--- config.mk ---
export PLATFORM = sky130hd
export DESIGN_NAME = hazard_stall_ctrl_flat
export DESIGN_NICKNAME = d
export VERILOG_FILES = /design/src/rtl/hazard_stall_ctrl_if.sv /design/src/rtl/hazard_stall_ctrl.sv /design/src/flat_wrapper.sv
export SDC_FILE = /design/constraint.sdc
export NUM_CORES = 1
export LEC_CHECK = 0
export ABC_AREA = 1
export CAP_MARGIN = 20
export CORE_UTILIZATION = 37
export CTS_BUF_LIST = sky130_fd_sc_hd__clkbuf_4
export DETAILED_ROUTE_END_ITERATION = 6
export SKIP_CTS_REPAIR_TIMING = 1
export SYNTH_ARGS = -nofsm -noshare
export SYNTH_HDL_FRONTEND = slang
export SYNTH_SLANG_ARGS = --single-unit
export TNS_END_PERCENT = 10
--- constraint.sdc ---
create_clock -name Clk -period 2 [get_ports Clk]
set_input_delay 0.3 -clock Clk [delete_from_list [all_inputs] [get_ports Clk]]
set_output_delay 0.3 -clock Clk [all_outputs]
set_load 0.01 [all_outputs]
--- src/rtl/hazard_stall_ctrl_if.sv ---
// -----------------------------------------------------------------------------
// hazard_stall_ctrl_if
// Bundles the pipeline-side signals of the hazard/stall controller.
//   D_*  : source operands of the instruction in D (numbers, use flags, Tuse),
//          plus D_UsesMD for any HI/LO or mult/div instruction
//   E_*  : destination/Tnew of the instruction in E, mult/div issue strobe
//   M_*  : destination/Tnew of the instruction in M
//   F_En, D_En, E_Clr, Stall : stall controls for the F/D/E registers
//   MD_Busy, MD_Err          : mult/div busy window and sticky violation flag
//   StallCnt                 : saturating stall-cycle counter
// Modports: master = pipeline datapath, slave = controller.
// -----------------------------------------------------------------------------
interface hazard_stall_ctrl_if;
  logic [4:0]  D_Rs;
  logic [4:0]  D_Rt;
  logic        D_UseRs;
  logic        D_UseRt;
  logic [1:0]  D_TuseRs;
  logic [1:0]  D_TuseRt;
  logic        D_UsesMD;
  logic [4:0]  E_A3;
  logic [1:0]  E_Tnew;
  logic [4:0]  M_A3;
  logic [1:0]  M_Tnew;
  logic        E_MDStart;
  logic        E_MDIsDiv;
  logic        F_En;
  logic        D_En;
  logic        E_Clr;
  logic        Stall;
  logic        MD_Busy;
  logic        MD_Err;
  logic [31:0] StallCnt;

  modport master (
    output D_Rs, D_Rt, D_UseRs, D_UseRt, D_TuseRs, D_TuseRt, D_UsesMD,
           E_A3, E_Tnew, M_A3, M_Tnew, E_MDStart, E_MDIsDiv,
    input  F_En, D_En, E_Clr, Stall, MD_Busy, MD_Err, StallCnt
  );

  modport slave (
    input  D_Rs, D_Rt, D_UseRs, D_UseRt, D_TuseRs, D_TuseRt, D_UsesMD,
           E_A3, E_Tnew, M_A3, M_Tnew, E_MDStart, E_MDIsDiv,
    output F_En, D_En, E_Clr, Stall, MD_Busy, MD_Err, StallCnt
  );
endinterface

--- src/rtl/hazard_stall_ctrl.sv ---
// -----------------------------------------------------------------------------
// hazard_stall_ctrl
// Hazard and stall controller for the five-stage MIPS core.
//   - Detects RAW hazards forwarding cannot cover (producer Tnew > consumer Tuse)
//   - Times the mult/div busy window with a down-counter
//   - Counts stall cycles (saturating) for performance debug
// Ports:
//   Clk   : rising-edge clock
//   Reset : synchronous, active-high
//   bus   : hazard_stall_ctrl_if.slave (pipeline inputs, stall/status outputs)
// Parameters:
//   MULT_CYCLES / DIV_CYCLES : busy cycles added after a mult / div issues in E
//   CNT_W                    : MD counter width, must hold max(MULT, DIV)
//   STALL_CNT_W              : stall counter width (1..32), zero-extended onto
//                              StallCnt; 32 in the core, narrower only to make
//                              saturation observable in short simulations
// -----------------------------------------------------------------------------
module hazard_stall_ctrl #(
  parameter int MULT_CYCLES = 5,
  parameter int DIV_CYCLES  = 10,
  parameter int CNT_W       = 4,
  parameter int STALL_CNT_W = 32
) (
  input logic               Clk,
  input logic               Reset,
  hazard_stall_ctrl_if.slave bus
);

  logic [CNT_W-1:0]       md_cnt_q, md_cnt_d;
  logic                   md_err_q, md_err_d;
  logic [STALL_CNT_W-1:0] stall_cnt_q, stall_cnt_d;

  logic haz_rs, haz_rt, haz_md;
  logic md_busy, stall;

  // A source conflicts only if a later stage will write it and its result is
  // not ready by the time this instruction consumes it. E and M matches are
  // ORed, so a double match is still a single hazard.
  assign haz_rs = bus.D_UseRs && (bus.D_Rs != 5'd0) &&
                  (((bus.E_A3 == bus.D_Rs) && (bus.E_Tnew > bus.D_TuseRs)) ||
                   ((bus.M_A3 == bus.D_Rs) && (bus.M_Tnew > bus.D_TuseRs)));

  assign haz_rt = bus.D_UseRt && (bus.D_Rt != 5'd0) &&
                  (((bus.E_A3 == bus.D_Rt) && (bus.E_Tnew > bus.D_TuseRt)) ||
                   ((bus.M_A3 == bus.D_Rt) && (bus.M_Tnew > bus.D_TuseRt)));

  // Busy covers the issue cycle itself, so a dependent op in D holds off
  // while the mult/div is still in E.
  assign md_busy = bus.E_MDStart || (md_cnt_q != '0);
  assign haz_md  = bus.D_UsesMD && md_busy;
  assign stall   = haz_rs || haz_rt || haz_md;

  assign bus.Stall    = stall;
  assign bus.F_En     = ~stall;
  assign bus.D_En     = ~stall;
  assign bus.E_Clr    = stall;
  assign bus.MD_Busy  = md_busy;
  assign bus.MD_Err   = md_err_q;
  assign bus.StallCnt = 32'(stall_cnt_q);

  always_comb begin
    // NOTE: every variable gets a default first so no path leaves it
    // unassigned, which would otherwise infer a latch.
    md_cnt_d    = md_cnt_q;
    md_err_d    = md_err_q;
    stall_cnt_d = stall_cnt_q;

    if (bus.E_MDStart && (md_cnt_q == '0)) begin
      md_cnt_d = bus.E_MDIsDiv ? CNT_W'(DIV_CYCLES) : CNT_W'(MULT_CYCLES);
    end else if (bus.E_MDStart) begin
      // Issue while busy: a well-formed pipeline never does this. Drop the
      // start, keep the current window running, flag it permanently.
      md_cnt_d = md_cnt_q - 1'b1;
      md_err_d = 1'b1;
    end else if (md_cnt_q != '0) begin
      md_cnt_d = md_cnt_q - 1'b1;
    end

    if (stall && !(&stall_cnt_q)) begin
      stall_cnt_d = stall_cnt_q + 1'b1;
    end
  end

  always_ff @(posedge Clk) begin
    // NOTE: sequential state uses non-blocking assignments so all registers
    // update together from pre-edge values.
    if (Reset) begin
      md_cnt_q    <= '0;
      md_err_q    <= 1'b0;
      stall_cnt_q <= '0;
    end else begin
      md_cnt_q    <= md_cnt_d;
      md_err_q    <= md_err_d;
      stall_cnt_q <= stall_cnt_d;
    end
  end

endmodule

--- src/flat_wrapper.sv ---
// flat-port wrapper written by rule: the top's interface ports become plain ports
module hazard_stall_ctrl_flat 
#(
  parameter int MULT_CYCLES = 5,
  parameter int DIV_CYCLES  = 10,
  parameter int CNT_W       = 4,
  parameter int STALL_CNT_W = 32
)
  (Clk, Reset, bus_D_Rs, bus_D_Rt, bus_D_UseRs, bus_D_UseRt, bus_D_TuseRs, bus_D_TuseRt, bus_D_UsesMD, bus_E_A3, bus_E_Tnew, bus_M_A3, bus_M_Tnew, bus_E_MDStart, bus_E_MDIsDiv, bus_F_En, bus_D_En, bus_E_Clr, bus_Stall, bus_MD_Busy, bus_MD_Err, bus_StallCnt);
  hazard_stall_ctrl_if bus_i ();
  input logic Clk;
  input logic Reset;
  input wire logic [$bits(bus_i.D_Rs)-1:0] bus_D_Rs;
  input wire logic [$bits(bus_i.D_Rt)-1:0] bus_D_Rt;
  input wire logic [$bits(bus_i.D_UseRs)-1:0] bus_D_UseRs;
  input wire logic [$bits(bus_i.D_UseRt)-1:0] bus_D_UseRt;
  input wire logic [$bits(bus_i.D_TuseRs)-1:0] bus_D_TuseRs;
  input wire logic [$bits(bus_i.D_TuseRt)-1:0] bus_D_TuseRt;
  input wire logic [$bits(bus_i.D_UsesMD)-1:0] bus_D_UsesMD;
  input wire logic [$bits(bus_i.E_A3)-1:0] bus_E_A3;
  input wire logic [$bits(bus_i.E_Tnew)-1:0] bus_E_Tnew;
  input wire logic [$bits(bus_i.M_A3)-1:0] bus_M_A3;
  input wire logic [$bits(bus_i.M_Tnew)-1:0] bus_M_Tnew;
  input wire logic [$bits(bus_i.E_MDStart)-1:0] bus_E_MDStart;
  input wire logic [$bits(bus_i.E_MDIsDiv)-1:0] bus_E_MDIsDiv;
  output wire logic [$bits(bus_i.F_En)-1:0] bus_F_En;
  output wire logic [$bits(bus_i.D_En)-1:0] bus_D_En;
  output wire logic [$bits(bus_i.E_Clr)-1:0] bus_E_Clr;
  output wire logic [$bits(bus_i.Stall)-1:0] bus_Stall;
  output wire logic [$bits(bus_i.MD_Busy)-1:0] bus_MD_Busy;
  output wire logic [$bits(bus_i.MD_Err)-1:0] bus_MD_Err;
  output wire logic [$bits(bus_i.StallCnt)-1:0] bus_StallCnt;
  assign bus_i.D_Rs = bus_D_Rs;
  assign bus_i.D_Rt = bus_D_Rt;
  assign bus_i.D_UseRs = bus_D_UseRs;
  assign bus_i.D_UseRt = bus_D_UseRt;
  assign bus_i.D_TuseRs = bus_D_TuseRs;
  assign bus_i.D_TuseRt = bus_D_TuseRt;
  assign bus_i.D_UsesMD = bus_D_UsesMD;
  assign bus_i.E_A3 = bus_E_A3;
  assign bus_i.E_Tnew = bus_E_Tnew;
  assign bus_i.M_A3 = bus_M_A3;
  assign bus_i.M_Tnew = bus_M_Tnew;
  assign bus_i.E_MDStart = bus_E_MDStart;
  assign bus_i.E_MDIsDiv = bus_E_MDIsDiv;
  assign bus_F_En = bus_i.F_En;
  assign bus_D_En = bus_i.D_En;
  assign bus_E_Clr = bus_i.E_Clr;
  assign bus_Stall = bus_i.Stall;
  assign bus_MD_Busy = bus_i.MD_Busy;
  assign bus_MD_Err = bus_i.MD_Err;
  assign bus_StallCnt = bus_i.StallCnt;
  hazard_stall_ctrl #(.MULT_CYCLES(MULT_CYCLES), .DIV_CYCLES(DIV_CYCLES), .CNT_W(CNT_W), .STALL_CNT_W(STALL_CNT_W)) u_core (.Clk(Clk), .Reset(Reset), .bus(bus_i));
endmodule
==> metrics.yaml <==
drc: 0
drive_above_1_share_pct: 16.1
yosysTopAreaCell: "dfxtp_1"
diodes: 0
dp_cells: 661
design_area_mm2: 0.00402
synth_area_leaders: "dfxtp_1 26%, nand2_1 16%, nor2_1 9.6%, inv_1 8.4%, nand3_1 7.6%"
finalNetCount: 616
grt_overflow_total: 0
rows: 31
hold_viol: 0
via_per_inst: 4.64
die-height_um: 90.6
report.final.slew_viol_count: 0
port_buffers: 72
synth_most_common_cell: "nand2_1"
synth_top_area_share_pct: 25.5
cts.clk_slew.worst_paths_ps: 110
seq_area_um2: 742
ctsLongestPathBuffers: 2
min_path_type: "reg -> reg"
worstPathArrival_ps: 1610
worstHoldStart: "u_core.bus.MD_Err"
hold_path_end: "u_core.bus.MD_Err"
finalSetupTns_ps: 0
clk_latency_ps: 340
rsz0062_at_grt: "true"
h-tree-depth: 2
critPathLaunch: "bus_D_Rs[2]"
drt_first_pass_iters: 4
fin_crit_ps: 1910
crit_required_ps: 1700
startpoint_type: "input port"
path_class: "in -> out"
worstHoldPathCells: 2
cap_violations: 0
ys_top_cells_by_count: "123 x nand2_1, 74 x nor2_1, 65 x inv_1, 44 x nand3_1, 39 x a21oi_1"
syn_to_final_growth_pct: 38.4
r2r-start: "u_core.md_cnt_q[0]"
antenna_found_initial: 0
drt_wl_total_mm: 7.60
gr-usage-all-layers_pct: 19.2
nFillCells: 779
finalWeightedCongestion: 0.840
async_reset_ff_share_pct: 0
worstMarginPinSlew_ps: 352
initial_core_util_pct: 39.2
ff2ff_path_depth: 12
core_area_mm2: 0.00741
clock-root-buffer: "clkbuf_4"
layoutNonFillerInstCount: 670
dieArea_mm2: 0.00820
yosysWarnings: 0
timing.rr.end: "u_core.bus.StallCnt[17]"
via_count: 3110
clock-sinks: 37
ir_drop_mv: 0.425
multi_input_area_mm2: 0.00184
placed_area_mm2: 0.00382
yosys_most_used_dff: "dfxtp_1"
drt_iter0_drc: 86
grt_max_degree: 35
synth_cell_type_count: 29
leakage_uw: 0.00198
outcome: "finished clean"
cts_buffers: 5
antenna_left: 0
dpl.hpwl_mm: 5.92
grt_pass1_vias: 3047
timing.fmax_mhz: 523
relSlewSlack_pct: 76.5
ys_seq_elements: 37
cts_tree: "done"
die_w_um: 90.6
p_per_area_mw_per_mm2: 540
clock_skew_ps: 13.3
synth.avg_cell_area_um2: 6.03
grt_pass1_wl_mm: 13.1
syn-instance-count: 481
setup_viol_count_final: 0
critPathMaxFanout: 5
seq_area_frac_synth_pct: 25.5
worst_hold_slack_ps: 485
pin_count: 73
fin_crit_sh_pct: 95.6
r2r_slack_ps: 170
postSynthNetCount: 527
synth_edf_count: 0
routedWlPerCell_um: 11.3
synth_area_mm2: 0.00290
critPathCaptureType: "output port"
placed cells by master (no fill, tap or decap), drive strengths merged:
master,instances
a21oi,39
and3,1
buf,26
bufinv,1
clkbuf,8
clkdlybuf4s50,49
clkinv,5
dfxtp,37
dlymetal6s2s,19
ha,11
inv,73
nand2,123
nand3,57
nand4,8
nor2,90
nor3,4
nor3b,1
o21ai,8
o21bai,2
o22ai,1
xnor2,3
xor2,5
worst max path at each step:
stage,to,slack [ps],cells after the start
3_5_place_dp,bus_F_En,-630,11
5_1_grt,u_core.bus.StallCnt[17],-20,12
4_1_cts,bus_F_En,-630,11
6_report,bus_F_En,90,11
2_1_floorplan,bus_F_En,30,14
3_3_place_gp,bus_D_En,-550,11
cells by family (layout without fill, tap and decap cells):
kind of cell | count (synthesis) | count (layout) | synth area share (%)
and+or+nand+nor | 284 | 284 | 45.0
buffers and inverters | 91 | 181 | 13.5
AOI/OAI and AO/OA | 50 | 50 | 8.84
DFF | 37 | 37 | 25.5
adders and majority gates | 11 | 11 | 4.74
xor gates and xnor gates | 8 | 8 | 2.41
state kept, by name (all words and copies together), names as in the netlist:
signal	count
u_core.bus.MD_Err	1
u_core.md_cnt_q	4
u_core.bus.StallCnt	32
final cells by class:
cell class                 instances  area share [%]
multi-input combinational        353            45.8
sequential                        37            18.5
timing repair buffer              96            23.4
clock buffer                       6            1.12
clock inverter                     2           0.841
tap                               99            3.08
inverter                          77            7.29
worst max-delay path, stage by stage:
cell	delay (ps)
clkdlybuf4s50_1	500
inv_1	80
nand2_1	60
nand3_1	70
nor2_1	110
nand3_1	80
nand2_1	90
nand2_2	70
nand3_4	100
inv_4	40
buf_6	110
power breakdown:
group	total (µW)	internal, µW	leakage [µW]	switching (µW)
registers	822	790	0.000300	31.8
clock network	539	274	0.0000433	265
logic	810	383	0.00164	426
total	2170	1450	0.00198	723
stage by stage:
stage               power [µW]  util, %  setup WS [ps]
CTS                       2170     52.7           -629
floorplan                 1320        -           26.4
global route              2330     54.2          -22.8
detailed placement        1630     51.6           -626
global placement          1620     51.6           -554
finish                    2170     54.2           88.8
per-layer routing:
metal | up-vias | global-route usage [%] | share of wire [%]
met2 | 57 | 35.5 | 49
met5 | - | 0 | 0
li1 | 1681 | - | -
met4 | 0 | 4.44 | 1.1
met3 | 8 | 4.21 | 3.9
met1 | 1364 | 22.1 | 46
Power figures use the tool's default switching activity.
